## src/rtl/prefetch_queue_pkg.sv

```systemverilog
// Shared state encoding, reset defaults and address helper for the 80x86
// instruction prefetch queue.
package prefetch_queue_pkg;

   typedef logic [1:0] pq_state_t;

   localparam pq_state_t PQ_IDLE    = 2'd0;
   localparam pq_state_t PQ_FETCH   = 2'd1;
   localparam pq_state_t PQ_DISCARD = 2'd2;

   localparam logic [15:0] PQ_RESET_CS = 16'hffff;
   localparam logic [15:0] PQ_RESET_IP = 16'h0000;

   // Real-mode physical address, wrapping at 1 MiB.
   function automatic logic [19:0] pq_phys_addr(input logic [15:0] cs, input logic [15:0] ip);
      return {cs, 4'h0} + {4'h0, ip};
   endfunction

endpackage

```

## src/rtl/prefetch_byte_fifo.sv

```systemverilog
// Byte queue for the prefetch unit: 0/1/2-byte write port, 1-byte read port
// and a flush that empties it in one cycle.
module prefetch_byte_fifo #(
   parameter int unsigned DEPTH = 6
) (
   input  logic                         clk,
   input  logic                         reset,
   input  logic                         flush_i,
   input  logic [1:0]                   wr_count_i,
   input  logic [15:0]                  wr_data_i,
   input  logic                         rd_en_i,
   output logic [7:0]                   rd_data_o,
   output logic [$clog2(DEPTH+1)-1:0]   level_o,
   output logic                         empty_o
);

   localparam int unsigned PW = (DEPTH > 1) ? $clog2(DEPTH) : 1;
   localparam int unsigned LW = $clog2(DEPTH + 1);

   logic [7:0]    mem_q [DEPTH];
   logic [PW-1:0] wr_ptr_q, wr_ptr_d, rd_ptr_q, rd_ptr_d, wr_ptr_p1;
   logic [LW-1:0] level_q, level_d;
   logic          pop;

   // Pointers wrap modulo DEPTH, which need not be a power of two.
   function automatic logic [PW-1:0] ptr_add(input logic [PW-1:0] ptr, input int unsigned inc);
      int unsigned sum;
      sum = 32'(ptr) + inc;
      if (sum >= DEPTH) begin
         sum = sum - DEPTH;
      end
      return PW'(sum);
   endfunction

   assign empty_o   = (level_q == '0);
   assign level_o   = level_q;
   assign rd_data_o = empty_o ? 8'h00 : mem_q[rd_ptr_q];
   assign pop       = rd_en_i && !empty_o && !flush_i;
   assign wr_ptr_p1 = ptr_add(wr_ptr_q, 32'd1);

   always_comb begin
      wr_ptr_d = ptr_add(wr_ptr_q, 32'(wr_count_i));
      rd_ptr_d = pop ? ptr_add(rd_ptr_q, 32'd1) : rd_ptr_q;
      level_d  = level_q + LW'(wr_count_i) - LW'(pop);
      if (flush_i) begin
         wr_ptr_d = '0;
         rd_ptr_d = '0;
         level_d  = '0;
      end
   end

   always_ff @(posedge clk) begin
      if (reset) begin
         wr_ptr_q <= '0;
         rd_ptr_q <= '0;
         level_q  <= '0;
      end else begin
         wr_ptr_q <= wr_ptr_d;
         rd_ptr_q <= rd_ptr_d;
         level_q  <= level_d;
      end
   end

   always_ff @(posedge clk) begin
      if (!flush_i && wr_count_i != 2'd0) begin
         mem_q[wr_ptr_q] <= wr_data_i[7:0];
      end
      if (!flush_i && wr_count_i == 2'd2) begin
         mem_q[wr_ptr_p1] <= wr_data_i[15:8];
      end
   end

endmodule

```

## src/rtl/prefetch_queue.sv

```systemverilog
// Instruction prefetch unit: fetches 16-bit words at CS:IP into a byte queue,
// handling odd IP, 16-bit IP wrap and redirects with an outstanding fetch.
module prefetch_queue
   import prefetch_queue_pkg::*;
#(
   parameter int unsigned DEPTH    = 6,
   parameter logic [15:0] RESET_CS = PQ_RESET_CS,
   parameter logic [15:0] RESET_IP = PQ_RESET_IP
) (
   input  logic                         clk,
   input  logic                         reset,
   input  logic [15:0]                  new_cs,
   input  logic [15:0]                  new_ip,
   input  logic                         load_new_ip,
   input  logic                         rd_en,
   output logic [7:0]                   rd_data,
   output logic                         empty,
   output logic [$clog2(DEPTH+1)-1:0]   level,
   output logic                         mem_access,
   input  logic                         mem_ack,
   output logic [18:0]                  mem_address,
   input  logic [15:0]                  mem_data
);

   pq_state_t   state_q, state_d;
   logic [15:0] fetch_cs_q, fetch_cs_d;
   logic [15:0] fetch_ip_q, fetch_ip_d;
   logic        mem_access_q, mem_access_d;
   logic [18:0] mem_address_q, mem_address_d;
   logic [19:0] phys_addr;
   logic        have_room;
   logic [1:0]  wr_count;
   logic [15:0] wr_data;

   assign phys_addr   = pq_phys_addr(fetch_cs_q, fetch_ip_q);
   assign have_room   = (32'(level) + 32'd2) <= DEPTH;
   assign mem_access  = mem_access_q;
   assign mem_address = mem_address_q;

   always_comb begin
      state_d       = state_q;
      fetch_cs_d    = fetch_cs_q;
      fetch_ip_d    = fetch_ip_q;
      mem_access_d  = mem_access_q;
      mem_address_d = mem_address_q;
      wr_count      = 2'd0;
      wr_data       = mem_data;
      unique case (state_q)
         PQ_IDLE: begin
            if (have_room && !load_new_ip) begin
               state_d       = PQ_FETCH;
               mem_access_d  = 1'b1;
               mem_address_d = phys_addr[19:1];
            end
         end
         PQ_FETCH: begin
            if (mem_ack) begin
               state_d      = PQ_IDLE;
               mem_access_d = 1'b0;
               if (!load_new_ip) begin
                  // An odd IP only wants the high byte of the word.
                  if (fetch_ip_q[0]) begin
                     wr_count   = 2'd1;
                     wr_data    = {8'h00, mem_data[15:8]};
                     fetch_ip_d = fetch_ip_q + 16'd1;
                  end else begin
                     wr_count   = 2'd2;
                     fetch_ip_d = fetch_ip_q + 16'd2;
                  end
               end
            end else if (load_new_ip) begin
               state_d = PQ_DISCARD;
            end
         end
         PQ_DISCARD: begin
            if (mem_ack) begin
               state_d      = PQ_IDLE;
               mem_access_d = 1'b0;
            end
         end
         default: begin
            state_d      = PQ_IDLE;
            mem_access_d = 1'b0;
         end
      endcase
      if (load_new_ip) begin
         fetch_cs_d = new_cs;
         fetch_ip_d = new_ip;
      end
   end

   always_ff @(posedge clk) begin
      if (reset) begin
         state_q       <= PQ_IDLE;
         fetch_cs_q    <= RESET_CS;
         fetch_ip_q    <= RESET_IP;
         mem_access_q  <= 1'b0;
         mem_address_q <= '0;
      end else begin
         state_q       <= state_d;
         fetch_cs_q    <= fetch_cs_d;
         fetch_ip_q    <= fetch_ip_d;
         mem_access_q  <= mem_access_d;
         mem_address_q <= mem_address_d;
      end
   end

   prefetch_byte_fifo #(
      .DEPTH(DEPTH)
   ) u_fifo (
      .clk       (clk),
      .reset     (reset),
      .flush_i   (load_new_ip),
      .wr_count_i(wr_count),
      .wr_data_i (wr_data),
      .rd_en_i   (rd_en),
      .rd_data_o (rd_data),
      .level_o   (level),
      .empty_o   (empty)
   );

endmodule

```

## config.mk

```make
export PLATFORM = sky130hd
export DESIGN_NAME = prefetch_queue
export DESIGN_NICKNAME = d
export VERILOG_FILES = /design/src/rtl/prefetch_queue_pkg.sv /design/src/rtl/prefetch_byte_fifo.sv /design/src/rtl/prefetch_queue.sv
export SDC_FILE = /design/constraint.sdc
export NUM_CORES = 1
export LEC_CHECK = 0
export ABC_CLOCK_PERIOD_IN_PS = 2250
export CORE_ASPECT_RATIO = 1.75
export CORE_MARGIN = 2
export CORE_UTILIZATION = 50
export CTS_CLUSTER_SIZE = 20
export DETAILED_ROUTE_END_ITERATION = 7
export PLACE_DENSITY = 0.86
export SETUP_SLACK_MARGIN = 0.15
export SYNTH_ARGS = -nofsm -noshare
export SYNTH_HDL_FRONTEND = slang
export SYNTH_SLANG_ARGS = --single-unit
```

## constraint.sdc

```tcl
create_clock -name clk -period 2.25 [get_ports clk]
set_input_delay 0.45 -clock clk [delete_from_list [all_inputs] [get_ports clk]]
set_output_delay 0.45 -clock clk [all_outputs]
set_load 0.1 [all_outputs]
```

Word level (Yosys, flattened, before mapping)
Memory sizes are Yosys's and may differ from the RTL's. A register that Yosys moved wholly into a read port is not among the register bits.
Cells that the tools add are included.
Widths: inputs -> output; s select.

operators by class
  eq/ne operators = 7
  $lt $le $gt $ge = 4
  reductions and logical operators = 18
  $add $sub $neg = 12
  mux-type cells = 30
  div/mod/pow operators = 0
  shift operators = 0
  multipliers = 0
  bitwise logic cells = 0

operators by type and width
  kind                   count
  $mux 16                8
  $add 20x16->20         1
  $add 16x1->16 const B  1
  $add 16x2->16 const B  1
  $mux 2                 8
  $mux 3                 5
  $ge 4x3->1 const B     3
  $sub 3x3->3 const B    3
  $add 3x1->4 const B    2
  $mux 8                 1
  $mux 1                 6
  $pmux 2 s3             1
  $reduce_and 2->1       3
  $reduce_bool 2->1      3
  $logic_and 1x1->1      5
  $add 3x2->4            1
  $add 3x2->4 const B    1
  $eq 2x2->1 const B     2
  $le 4x3->1 const B     1
  $ne 2x2->1 const B     2
  $reduce_or 2->1        2
  $add 3x2->3            1
  $logic_not 3->1        1
  $ne 3x3->1 const B     1
  7 further kinds        8

word-level totals
  memory bits (read-only) = 0
  RAM bits = 48
  latch bits = 0
  memories = 1
  word-level logic and storage cells = 80
  output and inout port bits = 32
  flip-flop bits (word level) = 63

memories
  name          words  width  rd ports  clocked after memory_dff  wr ports  line                      RTL
  u_fifo.mem_q  6      8      1         1                         2         prefetch_byte_fifo.sv:20  logic [7:0] mem_q [DEPTH];

Depth between registers and ports, before layout
Gate-level depths: netlist of the first run.

  word-level depth = 8
  mapped depth = 12
  depth with buffers taken out = 12

Cells and area by module
Synthesis of the first run repeated with hierarchy kept, for this count alone.

second synthesis, totals
  cell total of the unflattened synthesis = 631
  area total of the unflattened synthesis = 6,407.4 um^2

by module, submodules not included
  module              area each (um^2)  cells an instance  seq. area each (um^2)  instances
  prefetch_byte_fifo  3,347.0           246                1,681.6                1
  prefetch_queue      3,060.4           385                1,081.0                1

Worst setup path before layout of the first run
Ideal clock, no wire load.

  path type = flip-flop to output port
  from = reg u_fifo.level_q[2] (netlist: u_fifo.level_o[2])
  to = out rd_data[0]
  stages on the path, launching flop included = 3
  path slack = -2.146 ns
  arrival time = 3.946 ns
  cells stage by stage = dfxtp_1 > nor3_2 > a211oi_1

between the ends
  cells in the longest elaborated chain, start to end = 2

ends and longest elaborated chain
  item                    line                      RTL
  start, declared         prefetch_byte_fifo.sv:22  logic [LW-1:0] level_q, level_d;
  start signal, assigned  prefetch_byte_fifo.sv:60  level_q <= level_d;
  $logic_not 3->1         prefetch_byte_fifo.sv:35  assign empty_o = (level_q == '0);
  net empty               prefetch_queue.sv:17      output logic empty,
  $mux 8                  prefetch_byte_fifo.sv:37  assign rd_data_o = empty_o ? 8'h00 : mem_q[rd_ptr_q];
  end, declared           prefetch_queue.sv:16      output logic [7:0] rd_data,

The timed path passes the listed nets, and every way through them passes these cells.

==> results of run 1 <==
==> kinds of logic (layout without fill, tap and decap cells) <==
logic type                 count (synthesis)  in the layout  share of synthesized area (%)
adders and majority gates                 30             30                           6.21
buffers and inverters                     48            224                           3.20
and+or+nand+nor                          186            186                           14.5
xor gates and xnor gates                  21             21                           2.87
AOI/OAI and AO/OA                        126            126                           14.0
muxes                                     84             84                           16.1
DFF                                      114            114                           43.1
==> power by group <==
group          switching, W  internal (W)  total (W)  leakage (nW)
combinational       0.00103      0.000664    0.00169          2.48
clock              0.000981       0.00153    0.00251         0.280
sequential        0.0000921       0.00225    0.00235         0.983
total               0.00210       0.00445    0.00655          3.74
==> registers in the layout, summed over array words and instances, names as in the netlist, named ones only <==
name             cells
fetch_cs_q          16
fetch_ip_q          16
mem_access           1
mem_address         19
state_q              2
u_fifo.level_o       3
u_fifo.mem_q        48
u_fifo.rd_ptr_q      3
u_fifo.wr_ptr_q      3
==> placed cells by master, fill, tap and decap left out, drive strengths merged, types with 11 or more instances in the layout <==
master and count:
buf 119, edfxtp 48, mux2 48, and3 11, a21oi 32, dfxtp 66
nand2 62, inv 26, a211oi 14, nand3 18, mux2i 28, clkbuf 22
nor2 41, clkdlybuf4s50 51, nor3 11, xnor2 13, o21ai 26, ha 27
==> worst paths after layout <==
| check | from | end | slack [ns] | depth (start not counted) |
|---|---|---|---|---|
| max | u_fifo.wr_ptr_q[1] | u_fifo.mem_q[5][5] | -0.05 | 8 |
| min reg2reg | mem_address[8] | mem_address[8] | 0.47 | 2 |
| min | mem_address[8] | mem_address[8] | 0.47 | 2 |
| max reg2reg | u_fifo.wr_ptr_q[1] | u_fifo.mem_q[5][5] | -0.05 | 8 |
==> cell type report <==
cell class / count / share of cell area [%]
Clock buffer: 21 / 5.10
Clock inverter: 11 / 0.782
Inverter: 21 / 0.941
Multi-Input combinational cell: 447 / 43.6
Sequential cell: 114 / 29.6
Tap cell: 168 / 2.23
Timing Repair Buffer: 171 / 17.7
==> worst reg2reg max path: stages (launching register included) <==
cell and delay, ns:
dfxtp_4 0.36, inv_4 0.04, ha_4 0.29, and4b_1 0.20, a31o_1 0.21, a32o_2 0.27
a31oi_4 0.21, buf_12 0.17, mux2_4 0.30
==> per-layer routing <==
metal  vias to the layer above  wire length [um]  part of all wire (%)  track usage [%]
met4                         0              1660                   7.8             17.6
li1                       2596                 -                     -                -
met2                       358             11700                    55             51.2
met5                         -                 0                     0                0
met1                      2849              6730                    32             27.5
met3                       121              1270                   6.0             6.07
==> stage by stage <==
stage,instance area [um^2],std cells,total power [W],setup WS [ns],utilization [%]
6_report,9440,953,0.00655,-0.0537,75.5
5_1_grt,9440,953,0.00674,-0.0810,75.5
4_1_cts,8990,938,0.00637,-0.0389,72.0
3_5_place_dp,8050,882,0.00380,-0.212,64.4
3_3_place_gp,8050,882,0.00375,-0.163,64.4
2_1_floorplan,6660,609,0.00334,-0.834,-
==> timing repair <==
action / CTS / global route
pin swaps: 20 / 26
setup endpoints to repair: 72 / 97
resized for setup: 50 / 64
gates cloned: 0 / 1
hold endpoints to repair: 0 / 0
hold buffers: 0 / 0
buffers inserted: 24 / 14
==> report_table.html, run 1 <==
<table>
<tr><th>Metric</th><th>Value</th></tr>
<tr><th colspan="2">Run status</th></tr>
<tr><td>Status</td><td>finished with violations</td></tr>
<tr><td>Failing checks</td><td>setup timing</td></tr>
<tr><th colspan="2">Placement</th></tr>
<tr><td>PortBufs</td><td>84</td></tr>
<tr><td>Dpl hpwl</td><td>13,200 um</td></tr>
<tr><td>Routability congestion estimate</td><td>~0.93</td></tr>
<tr><th colspan="2">Worst setup path</th></tr>
<tr><td>Data arrival at the endpoint of the critical path</td><td>2.47 ns</td></tr>
<tr><td>Critical-path cell with the highest stage delay</td><td>dfxtp_4</td></tr>
<tr><td>Element type at the critical path start</td><td>register</td></tr>
<tr><td>CP max stage delay</td><td>0.36 ns</td></tr>
<tr><td>Type of element capturing the critical path</td><td>register</td></tr>
<tr><td>CP Cell Sequence</td><td>inv_4, ha_4, and4b_1, a31o_1, a32o_2, a31oi_4, buf_12, mux2_4</td></tr>
<tr><td>Cell family contributing the most delay on the critical path</td><td>compound AO/OA/AOI/OAI gates</td></tr>
<tr><td>Bufs and invs on worst path</td><td>2</td></tr>
<tr><td>Worst endpoint required time</td><td>~2.4 ns</td></tr>
<tr><td>Type of the setup path with the least slack</td><td>register to register</td></tr>
<tr><td>Maximum fanout along the worst path</td><td>8</td></tr>
<tr><th colspan="2">Routing</th></tr>
<tr><td>Final ANT Viol Nets</td><td>0</td></tr>
<tr><td>Total length of routed wires</td><td>21,300 um</td></tr>
<tr><td>Average wire per cell in the routed design</td><td>22.4 um</td></tr>
<tr><td>Via density</td><td>6.22</td></tr>
<tr><td>Drt first-iter violations</td><td>364</td></tr>
<tr><td>Number of vias after detailed routing</td><td>between 5,000 and 6,000</td></tr>
<tr><td>Pre-Repair DR Iteration Count</td><td>5</td></tr>
<tr><td>Detailed-route DRC error count</td><td>0</td></tr>
<tr><th colspan="2">Synthesis</th></tr>
<tr><td>Cell type with the highest aggregate area in the netlist</td><td>edfxtp_1</td></tr>
<tr><td>Leading cell types by total area after synthesis</td><td>edfxtp_1, dfxtp_1, mux2_2</td></tr>
<tr><td>Register bit count reported by yosys</td><td>about 110</td></tr>
<tr><td>Synth Instances</td><td>609</td></tr>
<tr><td>Commonest register cell after synthesis</td><td>dfxtp_1</td></tr>
<tr><td>Number of distinct library cells after synthesis</td><td>77</td></tr>
<tr><td>Async SR Flop Fraction</td><td>0%</td></tr>
<tr><td>Avg Inst Size Synth</td><td>10.5 um^2</td></tr>
<tr><td>Yosys synthesis warning count</td><td>0</td></tr>
<tr><td>Mapped cell area</td><td>6410 um^2</td></tr>
<tr><td>Sequential-to-total area share from yosys stat</td><td>roughly 43%</td></tr>
<tr><td>Cell with the most instances after synthesis</td><td>dfxtp_1</td></tr>
<tr><td>Most instantiated cells after synthesis</td><td>dfxtp_1, nand2_1, edfxtp_1</td></tr>
<tr><td>Syn_nets</td><td>692</td></tr>
<tr><td>Area fraction of the dominant cell type after synthesis</td><td>approximately 22%</td></tr>
<tr><td>Number of flops mapped to enable cells by yosys</td><td>48</td></tr>
<tr><th colspan="2">GRT</th></tr>
<tr><td>Pin count of the biggest net entering global routing</td><td>26</td></tr>
<tr><td>Vias in the first global route</td><td>6,083</td></tr>
<tr><td>Grt ovf</td><td>0</td></tr>
<tr><td>Global-route wire length before repair</td><td>29,700 um</td></tr>
<tr><td>Initial antenna violation count</td><td>0</td></tr>
<tr><td>Total track usage</td><td>around 28%</td></tr>
<tr><th colspan="2">Run</th></tr>
<tr><td>Total of max-cap violations</td><td>0</td></tr>
<tr><th colspan="2">Floorplan</th></tr>
<tr><td>Area enclosed by the die boundary</td><td>13,800 um^2</td></tr>
<tr><td>Io pins</td><td>85</td></tr>
<tr><td>Standard-cell row count</td><td>54</td></tr>
<tr><td>Height of the chip</td><td>154 um</td></tr>
<tr><td>Initial core utilization</td><td>51.3%</td></tr>
<tr><td>Core box area</td><td>between 10,000 and 15,000 um^2</td></tr>
<tr><td>Horizontal extent of the die</td><td>89.6 um</td></tr>
<tr><th colspan="2">STA</th></tr>
<tr><td>Setup slack after layout</td><td>-0.0537 ns</td></tr>
<tr><td>Final critical-path required period</td><td>between 2 and 2.5 ns</td></tr>
<tr><td>Relative max-transition margin</td><td>between 50% and 60%</td></tr>
<tr><td>Setup tns final</td><td>-0.869 ns</td></tr>
<tr><td>Total count of hold-check failures in the final report</td><td>0</td></tr>
<tr><td>Highest attainable clock frequency</td><td>around 430 MHz</td></tr>
<tr><td>RSZ-0062 raised after global routing</td><td>true</td></tr>
<tr><td>Min Hold Slack</td><td>0.466 ns</td></tr>
<tr><td>Final critical-path share of the clock period</td><td>102%</td></tr>
<tr><td>Total count of max-transition violations in the final report</td><td>0</td></tr>
<tr><td>Actual transition at the worst max-transition pin</td><td>0.654 ns</td></tr>
<tr><td>Worst clock skew</td><td>0.00888 ns</td></tr>
<tr><td>Setup violators final</td><td>23</td></tr>
<tr><th colspan="2">Power</th></tr>
<tr><td>Worst IR Drop VDD</td><td>roughly 0.00062 V</td></tr>
<tr><td>Power per standard cell area</td><td>694 nW/um^2</td></tr>
<tr><td>Static leakage</td><td>3.74 nW</td></tr>
<tr><th colspan="2">Cells and area</th></tr>
<tr><td>Sequential cell area in the final layout</td><td>2800 um^2</td></tr>
<tr><td>Number of nets in the final layout</td><td>855</td></tr>
<tr><td>Layout-stage area growth over the synthesis result</td><td>47.2%</td></tr>
<tr><td>Share of layout cells above drive strength 1</td><td>between 40% and 50%</td></tr>
<tr><td>Multi-input logic area</td><td>4110 um^2</td></tr>
<tr><td>Count of filler cells inserted in the layout</td><td>716</td></tr>
<tr><td>Final antenna diode count</td><td>0</td></tr>
<tr><th colspan="2">Clock network</th></tr>
<tr><td>Buffers from clock root to sink, at most</td><td>2</td></tr>
<tr><td>Clock tree from TritonCTS</td><td>yes</td></tr>
<tr><td>CTS clock-pin slew for the worst setup and hold paths</td><td>0.05 ns</td></tr>
<tr><td>Number of buffers created by CTS</td><td>17</td></tr>
<tr><td>H-Tree Depth</td><td>4</td></tr>
<tr><td>Root buffer selected by CTS</td><td>clkbuf_16</td></tr>
<tr><td>Clk_lat worst skew</td><td>0.42 ns</td></tr>
<tr><td>TritonCTS Sinks</td><td>approximately 110</td></tr>
<tr><th colspan="2">Hold path</th></tr>
<tr><td>Tightest Hold Check Type</td><td>register to register</td></tr>
</table>
(Power assumes the default switching activity.)
==> run 2, diff against run 1 <==
--- a/config.mk
+++ b/config.mk
@@ -5,13 +5,13 @@
 export SDC_FILE = /design/constraint.sdc
 export NUM_CORES = 1
 export LEC_CHECK = 0
-export ABC_CLOCK_PERIOD_IN_PS = 2250
+export ABC_CLOCK_PERIOD_IN_PS = 2200
 export CORE_ASPECT_RATIO = 1.75
 export CORE_MARGIN = 2
-export CORE_UTILIZATION = 50
+export CORE_UTILIZATION = 56
 export CTS_CLUSTER_SIZE = 20
 export DETAILED_ROUTE_END_ITERATION = 7
-export PLACE_DENSITY = 0.86
+export PLACE_DENSITY = 0.91
 export SETUP_SLACK_MARGIN = 0.15
 export SYNTH_ARGS = -nofsm -noshare
 export SYNTH_HDL_FRONTEND = slang
==> constraint.sdc (replaced) <==
create_clock -name clk -period 2.2 [get_ports clk]
set_input_delay 0.44 -clock clk [delete_from_list [all_inputs] [get_ports clk]]
set_output_delay 0.44 -clock clk [all_outputs]
set_load 0.1 [all_outputs]
==> report_table.html, run 2 (synthesized netlist as in run 1, its figures left out) <==
<table>
<tr><th>Metric</th><th>Value</th></tr>
<tr><th colspan="2">GRT</th></tr>
<tr><td>Pin count of the biggest net entering global routing</td><td>27 (was 26)</td></tr>
<tr><td>Initial antenna violation count</td><td>0 (unchanged)</td></tr>
<tr><td>Grt ovf</td><td>0 (unchanged)</td></tr>
<tr><td>Vias in the first global route</td><td>6,182 (was 6,083)</td></tr>
<tr><td>Total track usage</td><td>34.0% (was 28.2%)</td></tr>
<tr><td>Global-route wire length before repair</td><td>32,400 um (was 29,700 um)</td></tr>
<tr><th colspan="2">STA</th></tr>
<tr><td>Setup tns final</td><td>-7.74 ns (was -0.869 ns)</td></tr>
<tr><td>Relative max-transition margin</td><td>51.2% (was 56.2%)</td></tr>
<tr><td>Final critical-path required period</td><td>2.42 ns (was 2.30 ns)</td></tr>
<tr><td>Setup slack after layout</td><td>-0.219 ns (was -0.0537 ns)</td></tr>
<tr><td>Total count of max-transition violations in the final report</td><td>0 (unchanged)</td></tr>
<tr><td>Final critical-path share of the clock period</td><td>110% (was 102%)</td></tr>
<tr><td>Highest attainable clock frequency</td><td>413 MHz (was 434 MHz)</td></tr>
<tr><td>Total count of hold-check failures in the final report</td><td>0 (unchanged)</td></tr>
<tr><td>Min Hold Slack</td><td>0.441 ns (was 0.466 ns)</td></tr>
<tr><td>RSZ-0062 raised after global routing</td><td>true (unchanged)</td></tr>
<tr><td>Worst clock skew</td><td>0.0123 ns (was 0.00888 ns)</td></tr>
<tr><td>Actual transition at the worst max-transition pin</td><td>0.729 ns (was 0.654 ns)</td></tr>
<tr><td>Setup violators final</td><td>85 (was 23)</td></tr>
<tr><th colspan="2">Worst setup path</th></tr>
<tr><td>Worst endpoint required time</td><td>2.32 ns (was 2.41 ns)</td></tr>
<tr><td>Maximum fanout along the worst path</td><td>8 (unchanged)</td></tr>
<tr><td>Critical-path cell with the highest stage delay</td><td>nor2_1 (was dfxtp_4)</td></tr>
<tr><td>Cell family contributing the most delay on the critical path</td><td>simple AND/OR/NAND/NOR gates (was compound AO/OA/AOI/OAI gates)</td></tr>
<tr><td>Element type at the critical path start</td><td>register (unchanged)</td></tr>
<tr><td>Launching instance or port of the critical path</td><td>state_q[1] (was u_fifo.wr_ptr_q[1])</td></tr>
<tr><td>Number of cell instances on the worst register-to-register path</td><td>10 (was 8)</td></tr>
<tr><td>Type of the setup path with the least slack</td><td>register to register (unchanged)</td></tr>
<tr><td>Levels on crit path</td><td>10 (was 8)</td></tr>
<tr><td>Reg-to-Reg Start</td><td>state_q[1] (was u_fifo.wr_ptr_q[1])</td></tr>
<tr><td>Type of element capturing the critical path</td><td>register (unchanged)</td></tr>
<tr><td>Reg-to-reg setup timing slack</td><td>-0.22 ns (was -0.05 ns)</td></tr>
<tr><td>CP Cell Sequence</td><td>inv_2, ha_4, nor2b_4, buf_4, nand2_1, buf_4, nor2_1, nand2_1, mux2i_1, buf_4 (was inv_4, ha_4, and4b_1, a31o_1, a32o_2, a31oi_4, buf_12, mux2_4)</td></tr>
<tr><td>CP max stage delay</td><td>0.33 ns (was 0.36 ns)</td></tr>
<tr><td>Data arrival at the endpoint of the critical path</td><td>2.54 ns (was 2.47 ns)</td></tr>
<tr><td>Most common cell type on the critical path</td><td>buf_4</td></tr>
<tr><td>End point of the critical path</td><td>u_fifo.mem_q[2][4] (was u_fifo.mem_q[5][5])</td></tr>
<tr><td>R2R Path End</td><td>u_fifo.mem_q[2][4] (was u_fifo.mem_q[5][5])</td></tr>
<tr><td>Bufs and invs on worst path</td><td>4 (was 2)</td></tr>
<tr><th colspan="2">Run status</th></tr>
<tr><td>Failing checks</td><td>setup timing (unchanged)</td></tr>
<tr><td>Status</td><td>finished with violations (unchanged)</td></tr>
<tr><th colspan="2">Hold path</th></tr>
<tr><td>Tightest Hold Check Type</td><td>input port to register (was register to register)</td></tr>
<tr><th colspan="2">Power</th></tr>
<tr><td>Cell Int Power</td><td>0.00473 W (was 0.00445 W)</td></tr>
<tr><td>Power per standard cell area</td><td>731 nW/um^2 (was 694 nW/um^2)</td></tr>
<tr><td>Power spent charging and discharging nets</td><td>0.00228 W (was 0.00210 W)</td></tr>
<tr><td>Clock network fraction of design power</td><td>39.4% (was 38.4%)</td></tr>
<tr><td>Combinational fraction of design power</td><td>26.2% (was 25.8%)</td></tr>
<tr><td>Worst IR Drop VDD</td><td>0.000932 V (was 0.000624 V)</td></tr>
<tr><td>Static leakage</td><td>3.76 nW (was 3.74 nW)</td></tr>
<tr><td>Share of total power consumed by net switching</td><td>32.6% (was 32.1%)</td></tr>
<tr><td>Portion of total power attributed to sequential cells</td><td>34.4% (was 35.8%)</td></tr>
<tr><th colspan="2">Routing</th></tr>
<tr><td>Total length of routed wires</td><td>23,800 um (was 21,300 um)</td></tr>
<tr><td>Via density</td><td>6.83 (was 6.22)</td></tr>
<tr><td>Final ANT Viol Nets</td><td>0 (unchanged)</td></tr>
<tr><td>Average wire per cell in the routed design</td><td>26.0 um (was 22.4 um)</td></tr>
<tr><td>Drt first-iter violations</td><td>601 (was 364)</td></tr>
<tr><td>Pre-Repair DR Iteration Count</td><td>5 (unchanged)</td></tr>
<tr><td>Detailed-route DRC error count</td><td>0 (unchanged)</td></tr>
<tr><td>Number of vias after detailed routing</td><td>6,228 (was 5,924)</td></tr>
<tr><th colspan="2">Cells and area</th></tr>
<tr><td>Layout-stage area growth over the synthesis result</td><td>49.8% (was 47.2%)</td></tr>
<tr><td>Max FFs per register</td><td>48 (unchanged)</td></tr>
<tr><td>Commonest non-fill, non-tap cell in the layout</td><td>buf_4 (unchanged)</td></tr>
<tr><td>Commonest non-fill, non-tap cells in the layout</td><td>buf_4, nand2_1, clkdlybuf4s50_1 (unchanged)</td></tr>
<tr><td>Largest register by flop count</td><td>u_fifo.mem_q (unchanged)</td></tr>
<tr><td>Final antenna diode count</td><td>0 (unchanged)</td></tr>
<tr><td>Share of layout cells above drive strength 1</td><td>41.3% (was 40.3%)</td></tr>
<tr><td>Number of nets in the final layout</td><td>850 (was 855)</td></tr>
<tr><th colspan="2">Floorplan</th></tr>
<tr><td>Io pins</td><td>85 (unchanged)</td></tr>
<tr><td>Standard-cell row count</td><td>51 (was 54)</td></tr>
<tr><td>Height of the chip</td><td>146 um (was 154 um)</td></tr>
<tr><td>Horizontal extent of the die</td><td>84.9 um (was 89.6 um)</td></tr>
<tr><td>Core box area</td><td>11,200 um^2 (was 12,500 um^2)</td></tr>
<tr><td>Initial core utilization</td><td>57.4% (was 51.3%)</td></tr>
<tr><td>Area enclosed by the die boundary</td><td>12,400 um^2 (was 13,800 um^2)</td></tr>
<tr><th colspan="2">Clock network</th></tr>
<tr><td>Clock tree from TritonCTS</td><td>yes (unchanged)</td></tr>
<tr><td>H-Tree Depth</td><td>4 (unchanged)</td></tr>
<tr><td>Buffers from clock root to sink, at most</td><td>2 (unchanged)</td></tr>
<tr><td>Number of buffers created by CTS</td><td>17 (unchanged)</td></tr>
<tr><td>CTS clock-pin slew for the worst setup and hold paths</td><td>0.06 ns (was 0.05 ns)</td></tr>
<tr><td>Root buffer selected by CTS</td><td>clkbuf_16 (unchanged)</td></tr>
<tr><td>Clk_lat worst skew</td><td>0.43 ns (was 0.42 ns)</td></tr>
<tr><td>TritonCTS Sinks</td><td>114 (unchanged)</td></tr>
<tr><th colspan="2">Placement</th></tr>
<tr><td>PortBufs</td><td>84 (unchanged)</td></tr>
<tr><td>Routability congestion estimate</td><td>0.922 (was 0.925)</td></tr>
<tr><td>Dpl hpwl</td><td>13,100 um (was 13,200 um)</td></tr>
<tr><th colspan="2">Run</th></tr>
<tr><td>Total of max-cap violations</td><td>0 (unchanged)</td></tr>
</table>
run 2: cell count changes in the layout (fill, tap and decap cells not counted), moves of 5 or more:
cell,before,now
nor2_2,1,9
ha_2,5,0
nor2_1,38,32
mux2_2,5,0
mux2_4,43,48
inv_4,6,1
buf_4,90,79
ha_4,10,15
run 2: layout make-up:
| type | instances | area, um^2 |
|---|---|---|
| multi-input combinational | 447 | 4240 |
| clock inverter | 13 | 138 |
| clock buffer | 19 | 443 |
| fill | 462 | 1570 |
| timing repair buffer | 166 | 1730 |
| inverter | 21 | 86.3 |
| tap | 132 | 165 |
| sequential | 114 | 2800 |
run 2: worst register-to-register path, delay by kind of cell (launching register included):
family / cells / cell delay [ns]
multiplexers: 1 / 0.21
AND/OR/NAND/NOR: 4 / 0.78
buffers and inverters: 4 / 0.66
flip-flops: 1 / 0.32
adder cells (fa/ha/maj): 1 / 0.15
run 2: worst min-delay path by stage:
stage | slack, ns | cells after the start | from | end
2_1_floorplan | 0.45 | 2 | fetch_cs_q[0] | fetch_cs_q[0]
3_3_place_gp | 0.45 | 2 | mem_address[8] | mem_address[8]
3_5_place_dp | 0.44 | 2 | mem_address[1] | mem_address[1]
4_1_cts | 0.41 | 3 | load_new_ip | fetch_ip_q[2]
5_1_grt | 0.48 | 3 | load_new_ip | fetch_ip_q[2]
6_report | 0.44 | 3 | load_new_ip | fetch_ip_q[2]
run 2: per-layer routing:
metal	track usage [%]	wire length [um]	vias up
met3	7.37	1590	204
met4	23.6	2370	0
met2	64.1	12600	459
li1	-	-	2584
met1	31.1	7220	2981
met5	0	0	-
run 2: through the flow:
step	power (W)	std cells	area, um^2	util, %	worst slack, ns
6_report	0.00702	912	9600	86.0	-0.219
5_1_grt	0.00716	912	9600	86.0	-0.283
4_1_cts	0.00671	900	9170	82.1	-0.111
3_5_place_dp	0.00389	845	8020	71.8	-0.291
3_3_place_gp	0.00384	845	8020	71.8	-0.216
2_1_floorplan	0.00342	609	6690	-	-0.884
run 2: what timing repair did:
| item | 4_1_cts | 5_1_grt |
|---|---|---|
| endpoints found under the setup margin | 69 | 121 |
| hold buffers | 0 | 0 |
| gates resized for setup | 74 | 60 |
| buffers inserted | 20 | 12 |
| cloned | 3 | 0 |
| pin swaps | 30 | 24 |
run 2: power groups by stage:
stage	clock, W	sequential [W]	combinational (W)
after floorplan	0	0.00277	0.000649
after global placement	0	0.00243	0.00141
after detailed placement	0	0.00243	0.00146
after CTS	0.00272	0.00239	0.00160
after global routing	0.00284	0.00242	0.00190
final	0.00276	0.00241	0.00184
==> run 3, diff against run 2 <==
--- a/config.mk
+++ b/config.mk
@@ -6,12 +6,14 @@
 export NUM_CORES = 1
 export LEC_CHECK = 0
 export ABC_CLOCK_PERIOD_IN_PS = 2200
+export CAP_MARGIN = 20
 export CORE_ASPECT_RATIO = 1.75
 export CORE_MARGIN = 2
-export CORE_UTILIZATION = 56
+export CORE_UTILIZATION = 57
+export CTS_BUF_LIST = sky130_fd_sc_hd__clkbuf_8
 export CTS_CLUSTER_SIZE = 20
 export DETAILED_ROUTE_END_ITERATION = 7
-export PLACE_DENSITY = 0.91
+export PLACE_DENSITY = 0.92
 export SETUP_SLACK_MARGIN = 0.15
 export SYNTH_ARGS = -nofsm -noshare
 export SYNTH_HDL_FRONTEND = slang
==> report_table.html, run 3 (synthesized netlist as in run 1, its figures left out) <==
<table>
<tr><th>Metric</th><th>Value</th></tr>
<tr><th colspan="2">Routing</th></tr>
<tr><td>Pre-Repair DR Iteration Count</td><td>5 (unchanged)</td></tr>
<tr><td>Total length of routed wires</td><td>24,900 um (was 23,800 um)</td></tr>
<tr><td>Drt first-iter violations</td><td>635 (was 601)</td></tr>
<tr><td>Number of vias after detailed routing</td><td>6,350 (was 6,228)</td></tr>
<tr><td>Average wire per cell in the routed design</td><td>27.1 um (was 26.0 um)</td></tr>
<tr><td>Detailed-route DRC error count</td><td>0 (unchanged)</td></tr>
<tr><td>Final ANT Viol Nets</td><td>0 (unchanged)</td></tr>
<tr><td>Via density</td><td>6.89 (was 6.83)</td></tr>
<tr><th colspan="2">Floorplan</th></tr>
<tr><td>Initial core utilization</td><td>58.1% (was 57.4%)</td></tr>
<tr><td>Io pins</td><td>85 (unchanged)</td></tr>
<tr><td>Core box area</td><td>11,000 um^2 (was 11,200 um^2)</td></tr>
<tr><td>Height of the chip</td><td>144 um (was 146 um)</td></tr>
<tr><td>Horizontal extent of the die</td><td>84.2 um (was 84.9 um)</td></tr>
<tr><td>Standard-cell row count</td><td>51 (unchanged)</td></tr>
<tr><td>Area enclosed by the die boundary</td><td>12,100 um^2 (was 12,400 um^2)</td></tr>
<tr><th colspan="2">Run status</th></tr>
<tr><td>Failing checks</td><td>setup timing (unchanged)</td></tr>
<tr><td>Status</td><td>finished with violations (unchanged)</td></tr>
<tr><th colspan="2">Power</th></tr>
<tr><td>Power per standard cell area</td><td>666 nW/um^2 (was 731 nW/um^2)</td></tr>
<tr><td>Worst IR Drop VDD</td><td>0.000648 V (was 0.000932 V)</td></tr>
<tr><td>Static leakage</td><td>3.73 nW (was 3.76 nW)</td></tr>
<tr><th colspan="2">Worst setup path</th></tr>
<tr><td>Element type at the critical path start</td><td>register (unchanged)</td></tr>
<tr><td>Reg-to-reg setup timing slack</td><td>-0.24 ns (was -0.22 ns)</td></tr>
<tr><td>Type of element capturing the critical path</td><td>register (unchanged)</td></tr>
<tr><td>Worst endpoint required time</td><td>2.60 ns (was 2.32 ns)</td></tr>
<tr><td>Data arrival at the endpoint of the critical path</td><td>2.84 ns (was 2.54 ns)</td></tr>
<tr><td>Maximum fanout along the worst path</td><td>4 (was 8)</td></tr>
<tr><td>Type of the setup path with the least slack</td><td>register to register (unchanged)</td></tr>
<tr><th colspan="2">STA</th></tr>
<tr><td>Worst clock skew</td><td>0.0158 ns (was 0.0123 ns)</td></tr>
<tr><td>Final critical-path share of the clock period</td><td>111% (was 110%)</td></tr>
<tr><td>Setup slack after layout</td><td>-0.243 ns (was -0.219 ns)</td></tr>
<tr><td>RSZ-0062 raised after global routing</td><td>true (unchanged)</td></tr>
<tr><td>Total count of max-transition violations in the final report</td><td>0 (unchanged)</td></tr>
<tr><td>Actual transition at the worst max-transition pin</td><td>0.746 ns (was 0.729 ns)</td></tr>
<tr><td>Total count of hold-check failures in the final report</td><td>0 (unchanged)</td></tr>
<tr><td>Highest attainable clock frequency</td><td>409 MHz (was 413 MHz)</td></tr>
<tr><td>Setup violators final</td><td>45 (was 85)</td></tr>
<tr><td>Setup tns final</td><td>-4.71 ns (was -7.74 ns)</td></tr>
<tr><td>Final critical-path required period</td><td>2.44 ns (was 2.42 ns)</td></tr>
<tr><td>Relative max-transition margin</td><td>50.1% (was 51.2%)</td></tr>
<tr><th colspan="2">Placement</th></tr>
<tr><td>PortBufs</td><td>84 (unchanged)</td></tr>
<tr><td>Dpl hpwl</td><td>13,400 um (was 13,100 um)</td></tr>
<tr><td>Routability congestion estimate</td><td>1.02 (was 0.922)</td></tr>
<tr><td>Post-placement cell count</td><td>844 (was 845)</td></tr>
<tr><td>Area after detailed placement</td><td>8020 um^2 (about the same)</td></tr>
<tr><th colspan="2">Clock network</th></tr>
<tr><td>Clock tree from TritonCTS</td><td>yes (unchanged)</td></tr>
<tr><td>Cts hold-fix bufs</td><td>0 (unchanged)</td></tr>
<tr><td>Root buffer selected by CTS</td><td>clkbuf_8 (was clkbuf_16)</td></tr>
<tr><td>Buffers from clock root to sink, at most</td><td>2 (unchanged)</td></tr>
<tr><td>CTS clock-pin slew for the worst setup and hold paths</td><td>0.07 ns (was 0.06 ns)</td></tr>
<tr><td>Clk_lat worst skew</td><td>0.47 ns (was 0.43 ns)</td></tr>
<tr><td>Number of buffers created by CTS</td><td>17 (unchanged)</td></tr>
<tr><td>H-Tree Depth</td><td>4 (unchanged)</td></tr>
<tr><td>TritonCTS Sinks</td><td>114 (unchanged)</td></tr>
<tr><th colspan="2">GRT</th></tr>
<tr><td>Pin count of the biggest net entering global routing</td><td>34 (was 27)</td></tr>
<tr><td>Total track usage</td><td>35.3% (was 34.0%)</td></tr>
<tr><td>Global-route wire length before repair</td><td>32,700 um (was 32,400 um)</td></tr>
<tr><td>Vias in the first global route</td><td>6,221 (was 6,182)</td></tr>
<tr><td>Grt ovf</td><td>0 (unchanged)</td></tr>
<tr><td>Initial antenna violation count</td><td>0 (unchanged)</td></tr>
<tr><th colspan="2">Cells and area</th></tr>
<tr><td>Final Core Density</td><td>85.7% (was 86.0%)</td></tr>
<tr><td>Commonest non-fill, non-tap cell in the layout</td><td>buf_4 (unchanged)</td></tr>
<tr><td>Layout-stage area growth over the synthesis result</td><td>47.5% (was 49.8%)</td></tr>
<tr><td>Share of layout cells above drive strength 1</td><td>42.2% (was 41.3%)</td></tr>
<tr><td>Count of filler cells inserted in the layout</td><td>486 (was 462)</td></tr>
<tr><td>Commonest non-fill, non-tap cells in the layout</td><td>buf_4, nand2_1, clkdlybuf4s50_1 (unchanged)</td></tr>
<tr><td>Non-Filler Instances</td><td>921 (was 912)</td></tr>
<tr><td>Max FFs per register</td><td>48 (unchanged)</td></tr>
<tr><td>Largest register by flop count</td><td>u_fifo.mem_q (unchanged)</td></tr>
<tr><td>Final antenna diode count</td><td>0 (unchanged)</td></tr>
<tr><td>Final standard cell area without fillers</td><td>9460 um^2 (was 9600 um^2)</td></tr>
<tr><td>Number of nets in the final layout</td><td>859 (was 850)</td></tr>
<tr><th colspan="2">Hold path</th></tr>
<tr><td>Tightest Hold Check Type</td><td>register to register (was input port to register)</td></tr>
<tr><th colspan="2">Run</th></tr>
<tr><td>Total of max-cap violations</td><td>0 (unchanged)</td></tr>
</table>
## run 3: cell types whose count changed in the layout (fill, tap and decap cells not counted), sizes merged
cell and delta:
bufinv +1, clkinvlp -3, inv +6, buf +8, clkbuf +1, clkinv -4
## run 3: critical path, stage by stage (launching register included)
cell and delay (ns):
dfxtp_2 0.35, inv_2 0.05, ha_4 0.16, nor2b_4 0.14, and2_4 0.16, nand2_8 0.09
inv_6 0.04, ha_4 0.15, fa_2 0.37, xnor2_1 0.46, and3_4 0.28, o21a_1 0.12
## run 3: worst paths after layout
path,startpoint,end,depth (start not counted)
max,state_q[1],u_fifo.wr_ptr_q[1],11
min,mem_address[7],mem_address[7],2
max reg2reg,state_q[1],u_fifo.wr_ptr_q[1],11
min reg2reg,mem_address[7],mem_address[7],2
## run 3: report_power, final
| group | leakage, nW | switching [W] | internal [W] |
|---|---|---|---|
| Clock | 0.220 | 0.000878 | 0.00114 |
| Combinational | 2.53 | 0.00111 | 0.000752 |
| Sequential | 0.984 | 0.000112 | 0.00230 |
| Total | 3.73 | 0.00210 | 0.00420 |
## run 3: layout make-up
cell class                 count  area (um^2)  share of cell area (%)
timing repair buffer         175         1750                    18.5
clock inverter                13          129                    1.36
clock buffer                  19          262                    2.77
multi-input combinational    447         4250                    44.9
tap                          132          165                    1.75
inverter                      21         88.8                   0.940
sequential                   114         2810                    29.7
## run 3: per-stage QoR
step / hold slack [ns] / setup slack [ns] / total power [W]
final: 0.481 / -0.243 / 0.00629
after CTS: 0.472 / -0.101 / 0.00595
after global routing: 0.499 / -0.245 / 0.00644
after global placement: 0.447 / -0.196 / 0.00384
after detailed placement: 0.463 / -0.275 / 0.00390
after floorplan: 0.448 / -0.884 / 0.00342
## run 3: layer usage
layer | vias up | global-route usage, % | share of wire (%) | wire length (um)
li1 | 2607 | - | - | -
met1 | 2973 | 35.0 | 30 | 7470
met2 | 567 | 66.9 | 51 | 12800
met3 | 203 | 7.48 | 8.3 | 2070
met4 | 0 | 19.9 | 10 | 2560
met5 | - | 0 | 0 | 0
## run 3: repair_timing
item | 4_1_cts | 5_1_grt
resized for setup | 60 | 82
pin swaps | 22 | 34
hold endpoints to repair | 0 | 0
setup endpoints to repair | 77 | 124
cloned | 1 | 1
setup buffers | 25 | 18
